===== config.mk =====
export PLATFORM = sky130hd
export DESIGN_NAME = whistle_tone_gen
export DESIGN_NICKNAME = d
export VERILOG_FILES = /design/src/rtl/whistle_pkg.sv /design/src/rtl/whistle_tone_gen_tick_gen.sv /design/src/rtl/whistle_tone_gen.sv
export SDC_FILE = /design/constraint.sdc
export NUM_CORES = 2
export LEC_CHECK = 0
export BUFFER_PORTS_ARGS = -buffer_cell sky130_fd_sc_hd__buf_2
export CAP_MARGIN = 20
export CELL_PAD_IN_SITES_DETAIL_PLACEMENT = 0
export CELL_PAD_IN_SITES_GLOBAL_PLACEMENT = 1
export CORE_MARGIN = 10
export CORE_UTILIZATION = 56
export CTS_BUF_LIST = sky130_fd_sc_hd__clkbuf_16
export CTS_CLUSTER_DIAMETER = 200
export DETAILED_ROUTE_END_ITERATION = 10
export PLACE_DENSITY_LB_ADDON = 0.1
export SETUP_SLACK_MARGIN = 0.5
export SYNTH_ARGS = -nofsm -noshare
export SYNTH_HDL_FRONTEND = slang
export SYNTH_SLANG_ARGS = --single-unit

===== constraint.sdc =====
create_clock -name clk -period 26.7 [get_ports clk]
set_clock_uncertainty 0.05 [all_clocks]
set_input_delay 1.335 -clock clk [delete_from_list [all_inputs] [get_ports clk]]
set_output_delay 1.335 -clock clk [all_outputs]
set_load 0.03 [all_outputs]

===== src/rtl/whistle_pkg.sv =====
// Shared definitions for the whistle tone path: FSM state encodings,
// default Q-format constants and helpers for sizing saturation bounds.
package whistle_pkg;

    localparam int DEF_FRAC_W = 20;
    localparam int DEF_OUT_W  = 8;

    // state     | meaning
    // ST_IDLE   | no tone playing, output parked at midscale
    // ST_RUN    | emitting samples, one per divided tick
    localparam logic [0:0] ST_IDLE = 1'b0;
    localparam logic [0:0] ST_RUN  = 1'b1;

    // Signed Q2.DEF_FRAC_W constants for the default oscillator width.
    localparam logic signed [DEF_FRAC_W+1:0] ONE      = {2'b01, {DEF_FRAC_W{1'b0}}};
    localparam logic signed [DEF_FRAC_W+1:0] SAT_MAX  = {2'b01, {DEF_FRAC_W{1'b1}}};
    localparam logic signed [DEF_FRAC_W+1:0] SAT_MIN  = {2'b10, {DEF_FRAC_W{1'b0}}};
    localparam logic        [DEF_OUT_W-1:0]  MIDSCALE = {1'b1, {(DEF_OUT_W-1){1'b0}}};

    // Saturation bounds of a Q2.frac_w value, as 64-bit signed integers so
    // any datapath width up to 64 bits can compare against them.
    function automatic longint q_sat_max(input int frac_w);
        return (64'sd1 <<< (frac_w + 1)) - 64'sd1;
    endfunction

    function automatic longint q_sat_min(input int frac_w);
        return -(64'sd1 <<< (frac_w + 1));
    endfunction

endpackage


===== src/rtl/whistle_tone_gen_tick_gen.sv =====
// Sample-rate divider: one-cycle tick every TICK_DIV enabled clocks.
// restart_i (or dropping en_i) returns the count to zero synchronously.
module tick_gen #(
    parameter int TICK_DIV = 256
) (
    input  logic clk,
    input  logic rst,
    input  logic en_i,
    input  logic restart_i,
    output logic tick_o
);

    localparam int CNT_W = (TICK_DIV > 2) ? $clog2(TICK_DIV) : 1;
    localparam logic [CNT_W-1:0] TC = CNT_W'(TICK_DIV - 1);

    logic [CNT_W-1:0] cnt_q, cnt_d;

    // Count up while enabled, wrap at terminal count, clear on restart.
    always_comb begin
        cnt_d = cnt_q;
        if (restart_i || !en_i) begin
            cnt_d = '0;
        end else if (cnt_q == TC) begin
            cnt_d = '0;
        end else begin
            cnt_d = cnt_q + CNT_W'(1);
        end
    end

    // Counter register.
    always_ff @(posedge clk or posedge rst) begin
        if (rst) begin
            cnt_q <= '0;
        end else begin
            cnt_q <= cnt_d;
        end
    end

    assign tick_o = en_i && !restart_i && (cnt_q == TC);

endmodule


===== src/rtl/whistle_tone_gen.sv =====
// Triggerable cosine tone generator built on a two-pole recursive
// oscillator x[n] = coef*x[n-1] - x[n-2], emitting offset-binary samples
// at a divided rate for the PWM stage.
// Optional build macro WHISTLE_FADE_EN adds a release ramp that deepens
// the attenuation shift over the last 8 samples of a tone.
module whistle_tone_gen
    import whistle_pkg::*;
#(
    parameter int FRAC_W   = 20,
    parameter int OUT_W    = 8,
    parameter int TICK_DIV = 256,
    parameter int DUR_W    = 16
) (
    input  logic                     clk,
    input  logic                     rst,
    input  logic                     start,
    input  logic                     stop,
    input  logic signed [FRAC_W+1:0] coef,
    input  logic        [DUR_W-1:0]  duration,
    input  logic        [2:0]        atten,
    output logic        [OUT_W-1:0]  sample,
    output logic                     sample_valid,
    output logic                     en_pwm,
    output logic                     busy,
    output logic                     done
);

    localparam int X_W        = FRAC_W + 2;
    localparam int PROD_W     = 2 * FRAC_W + 4;
    localparam int SHIFT_BASE = FRAC_W - OUT_W + 2;

    localparam logic signed [X_W-1:0]   ONE_Q  = {2'b01, {FRAC_W{1'b0}}};
    localparam logic        [OUT_W-1:0] MID_C  = {1'b1, {(OUT_W-1){1'b0}}};
    localparam longint                  SMAX_L = q_sat_max(FRAC_W);
    localparam longint                  SMIN_L = q_sat_min(FRAC_W);

    logic [0:0]            state_q, state_d;
    logic signed [X_W-1:0] coef_q, coef_d;
    logic [2:0]            atten_q, atten_d;
    logic [DUR_W-1:0]      rem_q, rem_d;
    logic signed [X_W-1:0] x_prev_q, x_prev_d;
    logic signed [X_W-1:0] x_pprev_q, x_pprev_d;
    logic [OUT_W-1:0]      sample_q, sample_d;
    logic                  sample_valid_q, sample_valid_d;
    logic                  done_q, done_d;

    logic                  start_acc;
    logic                  tick;
    logic [4:0]            shift;
    logic signed [PROD_W-1:0] prod, prod_rs, diff;
    logic signed [63:0]    diff64;
    logic signed [X_W-1:0] x_next;
    logic signed [X_W-1:0] scaled_a, scaled_b;
    logic [OUT_W-1:0]      sample_tick;

    assign start_acc = (state_q == ST_IDLE) && start && (duration != '0);

    tick_gen #(
        .TICK_DIV (TICK_DIV)
    ) u_tick_gen (
        .clk       (clk),
        .rst       (rst),
        .en_i      (state_q == ST_RUN),
        .restart_i (start_acc),
        .tick_o    (tick)
    );

`ifdef WHISTLE_FADE_EN
    logic [3:0] fade_extra;
    logic [4:0] fade_sum;

    // Release ramp: add (8 - remaining) to the shift over the last 8 samples.
    always_comb begin
        fade_extra = '0;
        if (rem_q < DUR_W'(8)) begin
            fade_extra = 4'd8 - {1'b0, rem_q[2:0]};
        end
        fade_sum = {2'b00, atten_q} + {1'b0, fade_extra};
        shift    = (fade_sum > 5'(OUT_W - 1)) ? 5'(OUT_W - 1) : fade_sum;
    end
`else
    assign shift = {2'b00, atten_q};
`endif

    // Oscillator update and sample formatting; the recurrence is evaluated
    // at full product width so nothing wraps before the clamp to Q2 range.
    always_comb begin
        prod     = PROD_W'(coef_q) * PROD_W'(x_prev_q);
        prod_rs  = prod >>> FRAC_W;
        diff     = prod_rs - PROD_W'(x_pprev_q);
        diff64   = 64'(diff);
        if (diff64 > SMAX_L) begin
            x_next = {2'b01, {FRAC_W{1'b1}}};
        end else if (diff64 < SMIN_L) begin
            x_next = {2'b10, {FRAC_W{1'b0}}};
        end else begin
            x_next = diff64[X_W-1:0];
        end
        scaled_a    = x_pprev_q >>> SHIFT_BASE;
        scaled_b    = scaled_a >>> shift;
        sample_tick = scaled_b[OUT_W-1:0] + MID_C;
    end

    // Next-state logic for the IDLE/RUN controller.
    always_comb begin
        state_d        = state_q;
        coef_d         = coef_q;
        atten_d        = atten_q;
        rem_d          = rem_q;
        x_prev_d       = x_prev_q;
        x_pprev_d      = x_pprev_q;
        sample_d       = sample_q;
        sample_valid_d = 1'b0;
        done_d         = 1'b0;
        case (state_q)
            ST_IDLE: begin
                if (start) begin
                    if (duration != '0) begin
                        coef_d    = coef;
                        atten_d   = atten;
                        rem_d     = duration;
                        x_prev_d  = coef >>> 1;
                        x_pprev_d = ONE_Q;
                        state_d   = ST_RUN;
                    end else begin
                        done_d = 1'b1;
                    end
                end
            end
            ST_RUN: begin
                if (stop || (rem_q == '0)) begin
                    state_d  = ST_IDLE;
                    done_d   = 1'b1;
                    sample_d = MID_C;
                end else if (tick) begin
                    sample_d       = sample_tick;
                    sample_valid_d = 1'b1;
                    x_pprev_d      = x_prev_q;
                    x_prev_d       = x_next;
                    rem_d          = rem_q - DUR_W'(1);
                end
            end
            default: begin
                state_d  = ST_IDLE;
                sample_d = MID_C;
            end
        endcase
    end

    // State and datapath registers.
    always_ff @(posedge clk or posedge rst) begin
        if (rst) begin
            state_q        <= ST_IDLE;
            coef_q         <= '0;
            atten_q        <= '0;
            rem_q          <= '0;
            x_prev_q       <= '0;
            x_pprev_q      <= '0;
            sample_q       <= MID_C;
            sample_valid_q <= 1'b0;
            done_q         <= 1'b0;
        end else begin
            state_q        <= state_d;
            coef_q         <= coef_d;
            atten_q        <= atten_d;
            rem_q          <= rem_d;
            x_prev_q       <= x_prev_d;
            x_pprev_q      <= x_pprev_d;
            sample_q       <= sample_d;
            sample_valid_q <= sample_valid_d;
            done_q         <= done_d;
        end
    end

    assign sample       = sample_q;
    assign sample_valid = sample_valid_q;
    assign en_pwm       = (state_q == ST_RUN);
    assign busy         = (state_q == ST_RUN);
    assign done         = done_q;

endmodule


**Word level (Yosys, flattened, before mapping)**

Index checks and enable logic that the tools add are counted.

- Flip-flop bits (word level): 104
- Output and inout port bits: 12

- $lt $le $gt $ge: 2
- Reduce and logical (&&, ||, !) cells: 14
- Equal/unequal tests: 5
- Muxes and demuxes: 32
- Shift operators: 1
- $mul: 1
- Bitwise operators: 1
- $add $sub $neg: 4

Operator list:

| operator | number |
|---|---|
| $mux W22 | 10 |
| $pmux W22 S2 | 2 |
| $mux W16 | 4 |
| $mul A22 B22 Y44 | 1 |
| $mux W8 | 4 |
| $pmux W16 S2 | 1 |
| $gt A25 B22 Y1 const B | 1 |
| $lt A25 B22 Y1 const B | 1 |
| $sub A24 B22 Y25 | 1 |
| $logic_not A16 Y1 | 1 |
| $reduce_bool A16 Y1 | 1 |
| $sub A16 B1 Y16 const B | 1 |
| $mux W1 | 9 |
| $add A8 B1 Y8 const B | 1 |
| $add A8 B8 Y8 const B | 1 |
| $eq A8 B8 Y1 const B | 1 |
| $sshr A8 B3 Y8 | 1 |
| $logic_and A1 B1 Y1 | 4 |
| $ne A2 B1 Y1 const B | 2 |
| $ne A2 B2 Y1 const B | 2 |
| $pmux W1 S2 | 2 |
| $reduce_and A4 Y1 | 1 |
| $reduce_and A3 Y1 | 1 |
| $logic_not A1 Y1 | 2 |
| other kinds (4) | 5 |

**Longest topological paths before layout**

- Depth in word-level cells: 9
- Mapped depth: 39
- Depth with buffers taken out: 36

**By module**

From an unflattened synthesis, not the netlist that was laid out.

- Cell total of the unflattened synthesis: 2512
- Area total of the unflattened synthesis: 23232.3 um^2

By module, submodules not included:

| module | instances | area an instance (um^2) | sequential area each (um^2) | cells an instance |
|---|---|---|---|---|
| whistle_tone_gen | 1 | 22831.9 | 2403.6 | 2470 |
| tick_gen | 1 | 400.4 | 200.2 | 42 |

**Worst setup path before layout**

OpenSTA, ideal clock, no wires.

- Path kind: reg2reg
- Start point: reg x_prev_q[1]
- End point: reg x_prev_q[4]
- Cell stages (with the launch flop): 32
- Arrival time: 8.807 ns
- Slack: 17.770 ns
- Period minus slack after synthesis: 8.930 ns
- Path through: dfrtp_1 -> clkbuf_1 -> nand2_1 -> inv_1 -> fa_1 -> fa_1 -> fa_1 -> inv_1 -> fa_1 -> fa_1 -> fa_1 -> fa_1 -> inv_1 -> ha_1 -> a21o_1 -> a21o_1 -> a221o_1 -> a21o_1 -> a211o_1 -> a21o_1 -> a21oi_1 -> xnor2_1 -> ha_1 -> nand2_1 -> o31ai_1 -> nor3_1 -> a211oi_1 -> nand3_2 -> o31ai_4 -> buf_6 -> nand2_1 -> a21oi_2

- Longest elaborated chain between the ends: 8

Ends and longest elaborated chain:

| element | RTL line | text |
|---|---|---|
| start, declared | whistle_tone_gen.sv:41 | `logic signed [X_W-1:0] x_prev_q, x_prev_d;` |
| start signal, assigned | whistle_tone_gen.sv:167 | `x_prev_q <= x_prev_d;` |
| $mul A22 B22 Y44 * | whistle_tone_gen.sv:88 | `prod = PROD_W'(coef_q) * PROD_W'(x_prev_q);` |
| $sub A24 B22 Y25 * | whistle_tone_gen.sv:90 | `diff = prod_rs - PROD_W'(x_pprev_q);` |
| $lt A25 B22 Y1 | whistle_tone_gen.sv:94 | `end else if (diff64 < SMIN_L) begin` |
| $mux W22 | whistle_tone_gen.sv:94 |  |
| $mux W22 * | whistle_tone_gen.sv:92 | `if (diff64 > SMAX_L) begin` |
| $mux W22 * | whistle_tone_gen.sv:135 | `end else if (tick) begin` |
| $mux W22 * | whistle_tone_gen.sv:131 | `if (stop \|\| (rem_q == '0)) begin` |
| $pmux W22 S2 * | whistle_tone_gen.sv:115 | `case (state_q)` |

Mark *: on every way between the ends. The rest lies on a longest branch, timed or not. The select of a mux whose other input is x is not followed.
A chain may end at the register's enable or synchronous reset.

**Final worst setup path**

- Start point: reg coef_q[14]
- End point: reg x_prev_q[8]

- Longest elaborated chain between the ends: 8

Ends and longest elaborated chain:

| element | RTL line | text |
|---|---|---|
| start, declared | whistle_tone_gen.sv:38 | `logic signed [X_W-1:0] coef_q, coef_d;` |
| start signal, assigned | whistle_tone_gen.sv:164 | `coef_q <= coef_d;` |
| $mul A22 B22 Y44 * | whistle_tone_gen.sv:88 |  |
| $sub A24 B22 Y25 * | whistle_tone_gen.sv:90 |  |
| $lt A25 B22 Y1 | whistle_tone_gen.sv:94 |  |
| $mux W22 | whistle_tone_gen.sv:94 |  |
| $mux W22 * | whistle_tone_gen.sv:92 |  |
| $mux W22 * | whistle_tone_gen.sv:135 |  |
| $mux W22 * | whistle_tone_gen.sv:131 |  |
| $pmux W22 S2 * | whistle_tone_gen.sv:115 |  |

Marked as above.

==> impl_results.md <==
- M2 GR Usage: 42.3%
- HP Class: reg -> reg
- CP max stage cell: dfrtp_1
- Most Frequent Cell on Critical Path: fa_1
- Outcome: complete, no violations
- CTS Buffer Depth: 2
- First-pass GRT wire length: 96200 um
- RR Startpoint: coef_q[14]
- Final setup vio count: 0
- Area delta synth->final: 4.32%
- Commonest cells after routing, fill and taps aside: 534 x inv_1, 501 x fa_1, 372 x nand2_1, 207 x and2_1, 157 x ha_1
- CTS tree: built
- Vias: 16600
- Initial antenna violation count: 1
- Mean post-synth cell area: 9.21 um2
- Post_cts resized: 0
- DRT Wirelength: 57700 um
- ANT nets after route: 0
- Worst Path Required: 26920 ps
- Post-Synth Simple-Gate Area: 15.5%
- Synth Warn #: 0
- Final Util: 59.2%
- Min-Delay Path Depth: 1
- Headroom to the max-slew limit: 27.5%
- Number of core rows: 74
- Reg2Reg Setup Slack: 15850 ps
- Seq cells post-synth: 104
- Commonest non-fill, non-tap cell in the layout: inv_1
- Cells after synthesis: 2522
- Post-Synth XOR/XNOR Area: 2.45%
- Setup_tns: 0 ps
- Residual DRC: 0
- Period utilisation layout: 40.6%
- H-tree Lvls: 3
- Met3 Resource Use GR: 4.21%
- Setup CP Type: reg -> reg
- Reg2Reg Depth: 32
- GRT overflow: 0
- Share of post-route cells with drive strength above 1: 6.12%
- Die Y: 224 um
- Cell Area, Synth: 23200 um2
- Maxcap violations: 0
- CTS Hold Buffers Added: 0
- Pin count of the biggest net entering global routing: 65
- GR Util met1: 30.7%
- Via/cell ratio: 5.48
- Chip width: 224 um
- I/O pins: 57
- WL per Instance: 19.0 um
- Maximum fanout along the worst path: 23
- Vias in the first global route: 18100
- # nets final: 3199
- WP data arrival: 11060 ps
- Final Hold Fails: 0
- GRT busiest layer: met2
- Critical path startpoint category: flop
- CTS clock-pin slew for the worst setup and hold paths: 80 ps
- Top_reg_cell synth: dfrtp_1
- Clock root buffer: clkbuf_16
- Compound-cell area share of the yosys netlist: 7.16%
- Crit path time final: 10850 ps
- Final Wtd Congestion: 0.889
- Worst skew pair latency: 360 ps
- Post-CTS setup buffers: 0
- Slew Limit Fails: 0
- CTS Buf Count: 9
- Startpoint of the worst hold path: u_tick_gen.cnt_q[0]
- DP HPWL: 46300 um
- I/O Buffers: 56
- RSZ-0062 raised after global routing: false
- Seq/Total Area, Yosys: 11.2%
- Post-Syn Nets: 3225
- Worst-margin pin slew: 1090 ps
- Initial Utilization: 56.8%
- GR Util All Layers: 24.0%
- Largest family of logic cells by synthesized area: adder cells
- Worst path max stage delay: 1050 ps
- Clock sink total: 104
- Die ar.: 50000 um2
- Multiplexer share of the synthesized area: 1.33%
- First-pass DRT Iterations: 5
- Post-synth EDFFs: 0
- Synth unique cells: 69
- Synth Area in Adders: 51.6%
- Worst Setup End Kind: flop
- RR Endpoint: x_prev_q[8]
- Core Region: 40900 um2
- Fmax: 92.2 MHz
- Hold endpoint: u_tick_gen.cnt_q[0]
- DRT iter0 DRCs: 883
- Synth async-reset ratio: 100%
cell families after synthesis:
group | after synthesis
XOR/XNOR | 64
AO/OA/AOI/OAI | 267
buffers and inverters | 656
adder cells (fa/ha/maj) | 658
AND/OR/NAND/NOR | 745
flip-flops | 104
multiplexers | 28
worst max-delay path by stage:
stage / from / slack, ps / cells after the start / end
floorplan: x_prev_q[1] / 17770 / 31 / x_prev_q[4]
global placement: coef_q[15] / 16150 / 31 / x_prev_q[8]
detailed placement: coef_q[15] / 15900 / 32 / x_prev_q[8]
CTS: coef_q[15] / 15890 / 32 / x_prev_q[8]
global route: coef_q[13] / 15260 / 30 / x_prev_q[17]
finish: coef_q[14] / 15850 / 32 / x_prev_q[8]
routing by layer:
metal,vias up,wire length (um)
met1,8606,23500
met4,0,957
li1,7540,-
met2,438,29800
met3,57,3450
met5,-,0
critical path: cells and delay by family, from the launching register on:
family	cells	cell delay (ps)
flip-flops	1	1050
buffers and inverters	3	140
AO/OA/AOI/OAI	12	3530
adder cells (fa/ha/maj)	9	4120
AND/OR/NAND/NOR	7	1710
XOR/XNOR	1	110
final cells by class:
type / instances / area (um2)
Antenna cell: 1 / 2.50
Timing Repair Buffer: 84 / 510
Fill cell: 3652 / 16700
Clock buffer: 9 / 225
Inverter: 535 / 2010
Tap cell: 532 / 666
Sequential cell: 104 / 2610
Multi-Input combinational cell: 1762 / 18100
Clock inverter: 7 / 66.3
cells in the mapped netlist (7+ instances only):
master | instances | area share (%)
inv_1 | 535 | 8.6
fa_1 | 501 | 43
nand2_1 | 372 | 6.0
and2_1 | 207 | 5.6
ha_1 | 157 | 8.5
clkbuf_1 | 105 | 1.7
dfrtp_1 | 103 | 11
o21ai_0 | 90 | 1.9
a21oi_1 | 85 | 1.8
nor2_1 | 53 | 0.86
xnor2_1 | 37 | 1.4
xor2_1 | 26 | 0.98
mux2_2 | 23 | 1.1
nand3_1 | 23 | 0.50
nand2b_1 | 20 | 0.54
or3_1 | 17 | 0.46
a21o_1 | 14 | 0.45
nor3_1 | 13 | 0.28
a21oi_2 | 10 | 0.38
nand4_1 | 9 | 0.24
a211oi_1 | 8 | 0.26
nor4_1 | 8 | 0.22
a22o_1 | 7 | 0.26
buf_2 | 7 | 0.15
nor2b_1 | 7 | 0.19
o211ai_1 | 7 | 0.23
sequential cells by signal, indices dropped and copies added, names as in the netlist:
name,flops
done,1
x_pprev_q,22
coef_q,22
u_tick_gen.cnt_q,8
busy,1
sample_valid,1
x_prev_q,22
atten_q,3
sample,8
rem_q,16
through the flow:
stage	worst slack (ps)	hold WS (ps)	area (um2)	cells
floorplan	17770	383	23200	2522
global route	15260	438	24200	3033
global placement	16150	406	23900	3016
finish	15850	412	24200	3034
CTS	15890	417	24200	3032
detailed placement	15900	407	23900	3016
Power is not shown: default switching activity piles up to over one toggle a cycle in this logic, so the estimate is an artifact.
